File: config.mk
export PLATFORM = sky130hd
export DESIGN_NAME = mux_2x1_nbits
export DESIGN_NICKNAME = d
export VERILOG_FILES = /design/src/rtl/mux_2x1_nbits.sv
export SDC_FILE = /design/constraint.sdc
export NUM_CORES = 1
export LEC_CHECK = 0
export ABC_AREA = 1
export BUFFER_PORTS_ARGS = -buffer_cell sky130_fd_sc_hd__buf_2
export CAP_MARGIN = 20
export CELL_PAD_IN_SITES_DETAIL_PLACEMENT = 1
export CELL_PAD_IN_SITES_GLOBAL_PLACEMENT = 2
export CORE_UTILIZATION = 16
export CTS_BUF_LIST = sky130_fd_sc_hd__clkbuf_8
export CTS_CLUSTER_SIZE = 24
export DETAILED_ROUTE_END_ITERATION = 10
export PLACE_DENSITY_LB_ADDON = 0.1
export SLEW_MARGIN = 10
export SYNTH_ARGS = -nofsm -noshare
export SYNTH_HDL_FRONTEND = slang
export SYNTH_SLANG_ARGS = --single-unit
File: constraint.sdc
create_clock -name clk -period 0.8 [get_ports clk]
set_clock_uncertainty 0.15 [all_clocks]
set_input_delay 0.04 -clock clk [delete_from_list [all_inputs] [get_ports clk]]
set_output_delay 0.04 -clock clk [all_outputs]
set_load 0.01 [all_outputs]
File: src/rtl/mux_2x1_nbits.sv
// Registered 2-to-1 multiplexer of parameterizable width.
// Loads the selected input into xout on an enabled rising edge. Pulses out_valid for one
// cycle after each enabled load, and sel_err when the load saw a sel that was not 0 or 1.
// Optional feature macro: MUX_BYPASS_EN adds the combinational output xout_comb.
module mux_2x1_nbits #(
  parameter int unsigned bits        = 4,
  parameter logic [63:0] DEFAULT_VAL = 64'd0
) (
  input  logic            clk,
  input  logic            rst,
  input  logic            en,
  input  logic            sel,
  input  logic [bits-1:0] xin_0,
  input  logic [bits-1:0] xin_1,
  output logic [bits-1:0] xout,
  output logic            out_valid,
  output logic            sel_err
`ifdef MUX_BYPASS_EN
  ,
  output logic [bits-1:0] xout_comb
`endif
);

  // DEFAULT_VAL is truncated or zero-extended to the datapath width.
  localparam logic [bits-1:0] DefaultW = DEFAULT_VAL[bits-1:0];

  logic [bits-1:0] mux_val;
  logic            mux_bad;
  logic [bits-1:0] xout_q, xout_d;
  logic            out_valid_q, out_valid_d;
  logic            sel_err_q, sel_err_d;

  // Selection with case-equality matching; X/Z on sel falls through to the default value.
  always_comb begin
    mux_val = DefaultW;
    mux_bad = 1'b0;
    case (sel)
      1'b0:    mux_val = xin_0;
      1'b1:    mux_val = xin_1;
      default: begin
        mux_val = DefaultW;
        mux_bad = 1'b1;
      end
    endcase
  end

  // Next-state: load on enable, hold data otherwise; status flags are one-cycle pulses.
  always_comb begin
    xout_d      = xout_q;
    out_valid_d = 1'b0;
    sel_err_d   = 1'b0;
    if (en) begin
      xout_d      = mux_val;
      out_valid_d = 1'b1;
      sel_err_d   = mux_bad;
    end
  end

  // State registers with synchronous active-high reset that overrides en.
  always_ff @(posedge clk) begin
    if (rst) begin
      xout_q      <= '0;
      out_valid_q <= 1'b0;
      sel_err_q   <= 1'b0;
    end else begin
      xout_q      <= xout_d;
      out_valid_q <= out_valid_d;
      sel_err_q   <= sel_err_d;
    end
  end

  assign xout      = xout_q;
  assign out_valid = out_valid_q;
  assign sel_err   = sel_err_q;

`ifdef MUX_BYPASS_EN
  // Unregistered view of the same selection, independent of clk, rst and en.
  assign xout_comb = mux_val;
`endif

endmodule

==> impl_metrics.tcl, run 1 <==
set metrics [dict create \
    finalSetupViolations 5 \
    dp_slack_ps 63.13 \
    p_per_area_nw_per_um2 2117 \
    cts_setup_buffers 0 \
    area_growth_pct 64.32 \
    io_pins 18 \
    fmax_mhz 1194 \
    post_drt_wl_per_cell_microns 9.726 \
    crit_fanout 2 \
    synth_seq_area_share 0.4020 \
    crit_family "flip-flops" \
    grt-ovfl-total 0 \
    cp_data_arrival_time_ps 650 \
    routed_via_density 3.959 \
    cts-htree-levels 1 \
    dr.pass1.iters 3 \
    start_util 0.1822 \
    synth_nets 52 \
    fp.dieH_microns 41.45 \
    worst_hold_slack_ps -34.58 \
    hp-class "primary input to flip-flop" \
    final_cells 73 \
    synth.distinct_cells 9 \
    fin_crit_ps 837.9 \
    syn_area_per_cell_sq_um 6.225 \
    rsz0062_at_grt "yes" \
    violations "hold timing, setup timing" \
    outcome "complete, but fails checks" \
    final_core_util 0.2995 \
    antenna_found_initial 0 \
    grt_start_max_net_pins 10 \
    ir_drop_v 0.001016 \
    setup_tns_ps -171.2 \
    slowest_delay_ps 310 \
    root_buffer "clkbuf_8" \
    port_buffers 16 \
    dp.cells 68 \
    grt_pass1_vias 286 \
    drt_wl_total_microns 710 \
    vias 289 \
    tritoncts "built" \
    fin_nets 71 \
    critPathKind "flip-flop to primary output" \
    yosysWarnings 0 \
    insertion_delay_ps 220 \
    gr-usage-all-layers 0.09001 \
    path_clk_slew_ps 40 \
    drv_cap 0 \
    die_area_sq_um 1718 \
    gp_congestion 0.6541 \
    finalMaxSlewViolations 0 \
    fp.dieW_microns 41.45 \
    p_leak_nw 0.2338 \
    rows 13 \
    hold_viol_final 4 \
    crit_path_end_kind "primary output" \
    grt_first_pass_wirelength_microns 1145 \
    path_cells "buf_6" \
    cts.sinks 5 \
    drtIter0Drc 4 \
    drt.antenna.violating_nets 0 \
    drc 0 \
    final.period_utilization 1.047 \
    layout_setup_ws_ps -37.86 \
    worst-path-buf-inv 1 \
    crit_slowest_cell "dfxtp_2" \
    antennaDiodeCount 0 \
    synth_seq_cells 5 \
    drive_gt1_frac 0.3966 \
    cts_buffers 3 \
    cts_max_path_buffers 2 \
    core-area_sq_um 1366 \
    cp-start-kind "flip-flop" \
    synth_area_sq_um 249.0 \
    synthCells 40 \
    cp.required_ps 610 \
]
-- cell usage in the layout, fill, tap and decap left out --
master and count:
nand2_1 8, dfxtp_1 1, buf_6 4, dfxtp_2 4, inv_1 7, nor2_1 13
buf_2 12, dlygate4sd3_1 1, clkbuf_8 3, o21ai_1 4, conb_1 1
-- stage by stage --
stage                     total power (W)  instance area (sq um)
after CTS                       0.0008833                  399.1
after detailed placement        0.0003922                  324.1
final                           0.0008662                  409.1
after floorplan                 0.0003470                  249.0
after global placement          0.0003850                  324.1
after global routing            0.0009277                  409.1
-- state kept, by name, summed over array words and instances, names as in the netlist --
name	count
xout	4
out_valid	1
-- worst paths after layout --
path	start	end	slack, ps	cells past startpoint
min	en	out_valid	-30	3
max reg2reg	xout[2]	xout[2]	50	2
min reg2reg	xout[3]	xout[3]	350	2
max	xout[1]	xout[1]	-40	1
-- power by group --
group	switching (W)	total [W]	internal, W	leakage (nW)
combinational	0.0000614	0.000130	0.0000684	0.164
clock	0.000125	0.000454	0.000329	0.0269
sequential	0.0000107	0.000282	0.000271	0.0428
total	0.000197	0.000866	0.000669	0.234
-- cell families after synthesis --
logic type / after synthesis / synth area share
other cells: 1 / 0.01506
simple gates: 21 / 0.3166
compound gates: 4 / 0.08041
buf+inv: 9 / 0.1859
flops: 5 / 0.4020
-- metal layers --
| layer | up-vias | share of wire | GRT usage |
|---|---|---|---|
| met5 | - | 0 | 0 |
| met4 | 0 | 0 | 0.01935 |
| met3 | 0 | 0.056 | 0.06522 |
| met2 | 11 | 0.54 | 0.1656 |
| met1 | 130 | 0.40 | 0.07713 |
| li1 | 148 | - | - |
-- cell type report --
cell class	instances	area, sq um
Clock buffer	3	41.29
Clock inverter	1	3.754
Fill cell	187	957.2
Inverter	6	22.52
Multi-Input combinational cell	26	102.6
Sequential cell	5	105.1
Tap cell	15	18.77
Timing Repair Buffer	17	115.1
-- synthesized netlist by cell type --
cell / instances / share of area
buf_6: 1 / 0.045
inv_1: 6 / 0.090
o21ai_1: 4 / 0.080
nand2_1: 8 / 0.12
buf_2: 1 / 0.020
nor2_1: 13 / 0.20
conb_1: 1 / 0.015
buf_4: 1 / 0.030
dfxtp_1: 5 / 0.40
-- repair_timing --
| action | in CTS | in global routing |
|---|---|---|
| resized for setup | 8 | 0 |
| endpoints found under the setup margin | 5 | 6 |
| endpoints found under the hold margin | 4 | 1 |
(Power assumes the default switching activity.)
==> run 2: changes to the inputs <==
--- a/config.mk
+++ b/config.mk
@@ -5,7 +5,6 @@
 export SDC_FILE = /design/constraint.sdc
 export NUM_CORES = 1
 export LEC_CHECK = 0
-export ABC_AREA = 1
 export BUFFER_PORTS_ARGS = -buffer_cell sky130_fd_sc_hd__buf_2
 export CAP_MARGIN = 20
 export CELL_PAD_IN_SITES_DETAIL_PLACEMENT = 1
==> impl_metrics.tcl, run 2 <==
set metrics [dict create \
    outcome "complete, but fails checks" \
    antennaDiodeCount 0 \
    cts_max_path_buffers 2 \
    gr-usage-all-layers 0.09157 \
    vias 221 \
    antenna_found_initial 0 \
    drv_cap 0 \
    cp-start-kind "flip-flop" \
    switchingPower_w 0.0001870 \
    drt.antenna.violating_nets 0 \
    synth_seq_area_share 0.4706 \
    synth.distinct_cells 9 \
    min_delay_path_depth 2 \
    synth_seq_cells 5 \
    min_to "xout[0]" \
    ys.flop_type "dfxtp_1" \
    hold_viol_final 5 \
    synth_nets 34 \
    design_area_sq_um 372.9 \
    finalSetupViolations 5 \
    worst-path-buf-inv 1 \
    rrSetupSlack_ps 50 \
    netlist.area_leader.share 0.4706 \
    path_cells "buf_6" \
    io_pins 18 \
    grt_first_pass_wirelength_microns 834 \
    synthArstFlopShare 0 \
    grt_start_max_net_pins 10 \
    final_cell_mix "buf_2 (12), mux2i_1 (4), nor2_1 (4), buf_6 (4), dfxtp_2 (4)" \
    routed_via_density 4.170 \
    crit_fanout 2 \
    dpl_cell_area_sq_um 297.8 \
    p_int_w 0.0006678 \
    yosysWarnings 0 \
    synth.area.top_cells "dfxtp_1 (47%), mux2i_1 (19%), a211oi_1 (14%)" \
    fin_nets 52 \
    holdCritStartpoint "rst" \
    cts_setup_buffers 0 \
    gp_congestion 0.5534 \
    fin_crit_ps 837.1 \
    rsz0062_at_grt "yes" \
    hp-class "primary input to flip-flop" \
    p_leak_nw 0.1832 \
    synthTopCellsByCount "dfxtp_1 (5), a211oi_1 (4), mux2i_1 (4), nor2_1 (4)" \
    nFillCells 144 \
    synthCells 22 \
    final_common_cell "buf_2" \
    power.share.combinational 0.136 \
    dp_slack_ps 14.46 \
    grt_pass1_vias 240 \
    grt-ovfl-total 0 \
    crit_family "flip-flops" \
    core-area_sq_um 1171 \
    port_buffers 16 \
    syn_area_per_cell_sq_um 9.668 \
    violations "hold timing, setup timing" \
    drt_wl_total_microns 516 \
    cts_buffers 3 \
    timing.rr.start "xout[3]" \
    drive_gt1_frac 0.6154 \
    path_clk_slew_ps 40 \
    critPathKind "flip-flop to primary output" \
    post_drt_wl_per_cell_microns 9.736 \
    power_frac_seq 0.330 \
    insertion_delay_ps 220 \
    fp.dieW_microns 38.46 \
    area_growth_pct 75.29 \
    crit_path_end_kind "primary output" \
    root_buffer "clkbuf_8" \
    cp_data_arrival_time_ps 650 \
    rows 12 \
    setup_tns_ps -163.8 \
    crit_slowest_cell "dfxtp_2" \
    yosys.area.top_type "dfxtp_1" \
    rr_endpoint "xout[3]" \
    ff2ff_path_depth 2 \
    dp_hpwl_microns 403.9 \
    die_area_sq_um 1479 \
    p_per_area_nw_per_um2 2293 \
    tritoncts "built" \
    finalMaxSlewViolations 0 \
    fmax_mhz 1195 \
    switching_share 0.2187 \
    start_util 0.1816 \
    synth.most_common_cell "dfxtp_1" \
    drc 0 \
    cp.required_ps 610 \
    final.period_utilization 1.046 \
    drtIter0Drc 2 \
    fp.dieH_microns 38.46 \
    largest_reg_flops 4 \
    ir_drop_v 0.0007607 \
    layout_setup_ws_ps -37.06 \
    synth_area_sq_um 212.7 \
    dr.pass1.iters 2 \
    p_total_w 0.0008548 \
    cts-htree-levels 1 \
    slowest_delay_ps 310 \
    p_clk_frac 0.534 \
    synth_edf_count 0 \
    cts.sinks 5 \
    worst_hold_slack_ps -90.13 \
]
[run 2: final cells by class]
cell class	count	area [sq um]	area share
repair buffers	16	105.1	0.2819
well taps	14	17.52	0.04698
multi-input cells	14	100.1	0.2685
flip-flops and latches	5	105.1	0.2819
clock buffers	3	41.29	0.1107
clock inverters	1	3.754	0.01007
[run 2: timing repair]
item / CTS / global route
pin swaps: 2 / 3
gates resized for setup: 4 / 1
setup endpoints to repair: 5 / 8
endpoints found under the hold margin: 5 / 5
[run 2: worst max path at each step]
stage / from / to / slack [ps] / depth (start not counted)
after CTS: xout[0] / xout[0] / -50 / 1
after global routing: xout[3] / xout[3] / -60 / 1
after floorplan: xout[2] / xout[2] / 10 / 2
final: xout[3] / xout[3] / -40 / 1
after detailed placement: xout[0] / xout[0] / 10 / 2
after global placement: xout[0] / xout[0] / 30 / 2
[run 2: layer usage]
metal	vias up	GRT usage	part of all wire
met5	-	0	0
met4	0	0.02586	0
met2	15	0.1610	0.53
met1	100	0.06993	0.33
met3	0	0.08721	0.14
li1	106	-	-
[run 2: stage by stage]
stage | std cells | util
6_report | 53 | 0.3184
4_1_cts | 53 | 0.3141
2_1_floorplan | 22 | -
5_1_grt | 53 | 0.3184
3_3_place_gp | 49 | 0.2543
3_5_place_dp | 49 | 0.2543
[run 2: power by group through the flow]
| stage | sequential, W | combinational [W] | clock [W] |
|---|---|---|---|
| 4_1_cts | 0.000283 | 0.000115 | 0.000475 |
| 5_1_grt | 0.000285 | 0.000129 | 0.000488 |
| 3_3_place_gp | 0.000281 | 0.0000965 | 0 |
| 2_1_floorplan | 0.000292 | 0.0000456 | 0 |
| 3_5_place_dp | 0.000283 | 0.0000991 | 0 |
| 6_report | 0.000282 | 0.000116 | 0.000456 |
[run 2: logic make-up (layout without fill, tap and decap cells)]
| logic type | Yosys count | count (layout) | share of synthesized area |
|---|---|---|---|
| other cells | 1 | 1 | 0.01763 |
| flops | 5 | 5 | 0.4706 |
| buf+inv | 3 | 20 | 0.08232 |
| mux | 4 | 4 | 0.1882 |
| simple gates | 5 | 5 | 0.1000 |
| compound gates | 4 | 4 | 0.1412 |
==> run 3: changes to the inputs <==
--- a/config.mk
+++ b/config.mk
@@ -6,14 +6,15 @@
 export NUM_CORES = 1
 export LEC_CHECK = 0
 export BUFFER_PORTS_ARGS = -buffer_cell sky130_fd_sc_hd__buf_2
-export CAP_MARGIN = 20
 export CELL_PAD_IN_SITES_DETAIL_PLACEMENT = 1
 export CELL_PAD_IN_SITES_GLOBAL_PLACEMENT = 2
+export CORE_MARGIN = 3
 export CORE_UTILIZATION = 16
 export CTS_BUF_LIST = sky130_fd_sc_hd__clkbuf_8
 export CTS_CLUSTER_SIZE = 24
 export DETAILED_ROUTE_END_ITERATION = 10
 export PLACE_DENSITY_LB_ADDON = 0.1
+export SETUP_SLACK_MARGIN = 0.1
 export SLEW_MARGIN = 10
 export SYNTH_ARGS = -nofsm -noshare
 export SYNTH_HDL_FRONTEND = slang
==> impl_metrics.tcl, run 3 (same netlist as run 2, synthesis figures left out) <==
set metrics [dict create \
    core-area_sq_um 1171 \
    grt_use_met3 0.03863 \
    largest_reg_flops 4 \
    cp_data_arrival_time_ps 640 \
    vias 204 \
    tritoncts "built" \
    ff2ff_path_depth 2 \
    fp.dieW_microns 42.46 \
    worst_hold_slack_ps -100.2 \
    fmax_mhz 1204 \
    crit_slowest_cell "dfxtp_2" \
    fin_crit_ps 830.5 \
    hp-class "primary input to flip-flop" \
    design_area_sq_um 380.4 \
    timing.rr.start "xout[3]" \
    min_delay_path_depth 2 \
    drv_cap 0 \
    rows 12 \
    grt_pass1_vias 224 \
    gr-usage-all-layers 0.06440 \
    grt_start_max_net_pins 10 \
    gp_congestion 0.6246 \
    busiest_layer "met2" \
    dp.cells 49 \
    drive_gt1_frac 0.6410 \
    drt.antenna.violating_nets 0 \
    start_util 0.1816 \
    layout_setup_ws_ps -30.49 \
    drt_wl_total_microns 548 \
    rrSetupSlack_ps 20 \
    violations "hold timing, setup timing" \
    gr-usage-met1 0.06818 \
    die_area_sq_um 1803 \
    antennaDiodeCount 0 \
    fin_nets 52 \
    grt.met2_usage 0.09726 \
    drtIter0Drc 0 \
    finalSetupViolations 5 \
    insertion_delay_ps 210 \
    cts-htree-levels 1 \
    dpl_cell_area_sq_um 297.8 \
    antenna_found_initial 0 \
    path_clk_slew_ps 40 \
    ir_drop_v 0.0008376 \
    port_buffers 16 \
    grt_first_pass_wirelength_microns 834 \
    final_common_cell "buf_2" \
    cts_buffers 3 \
    cp.required_ps 610 \
    critPathKind "flip-flop to primary output" \
    dr.pass1.iters 1 \
    fp.dieH_microns 42.46 \
    final_cell_mix "buf_2 (11), dfxtp_2 (5), buf_6 (5), mux2i_1 (4), nor2_1 (4)" \
    area_growth_pct 78.82 \
    worst-path-buf-inv 1 \
    io_pins 18 \
    rr_endpoint "xout[3]" \
    cp-start-kind "flip-flop" \
    p_per_area_nw_per_um2 2225 \
    post_drt_wl_per_cell_microns 10.34 \
    p_leak_nw 0.1849 \
    root_buffer "clkbuf_8" \
    cts.sinks 5 \
    routed_via_density 3.849 \
    final_cells 53 \
    min_to "xout[3]" \
    finalMaxSlewViolations 0 \
    outcome "complete, but fails checks" \
    holdCritStartpoint "rst" \
    crit_family "flip-flops" \
    cts_max_path_buffers 2 \
    final_core_util 0.3248 \
    path_cells "buf_6" \
    crit_path_end_kind "primary output" \
    crit_fanout 2 \
    final.period_utilization 1.038 \
    slowest_delay_ps 310 \
    grt-ovfl-total 0 \
    cts_setup_buffers 0 \
    setup_tns_ps -136.8 \
    drc 0 \
    rsz0062_at_grt "yes" \
    hold_viol_final 5 \
]
## run 3: cell type report
| type | count | area (sq um) |
|---|---|---|
| flip-flops and latches | 5 | 106.4 |
| repair buffers | 16 | 111.4 |
| well taps | 14 | 17.52 |
| multi-input cells | 14 | 100.1 |
| fillers | 145 | 790.8 |
| clock buffers | 3 | 41.29 |
| clock inverters | 1 | 3.754 |
## run 3: worst max path at each step
| stage | end | start | cells after the start |
|---|---|---|---|
| after floorplan | xout[0] | xout[0] | 2 |
| after global placement | xout[0] | sel | 3 |
| after detailed placement | xout[1] | sel | 3 |
| after CTS | xout[2] | xout[2] | 1 |
| after global routing | xout[0] | xout[0] | 1 |
| final | xout[3] | xout[3] | 1 |
## run 3: routing by layer
metal	part of all wire	wire (microns)
met3	0.084	46
met2	0.50	275
met5	0	0
met1	0.41	226
met4	0	0
## run 3: through the flow
| step | total power (W) | setup WS, ps |
|---|---|---|
| floorplan | 0.0003374 | 56.20 |
| global placement | 0.0003800 | 25.66 |
| detailed placement | 0.0003812 | 28.56 |
| CTS | 0.0008573 | -37.62 |
| global route | 0.0008880 | -48.00 |
| finish | 0.0008465 | -30.49 |
## run 3: what timing repair did
action | in CTS | in global routing
pin swaps | 0 | 1
gates resized for setup | 4 | 3
setup endpoints to repair | 9 | 9
hold endpoints to repair | 5 | 5
## run 3: report_power, final
part | switching [W] | total (W) | internal (W)
combinational | 0.0000496 | 0.000120 | 0.0000699
sequential | 0.0000112 | 0.000283 | 0.000272
clock | 0.000115 | 0.000444 | 0.000328
total | 0.000176 | 0.000846 | 0.000670
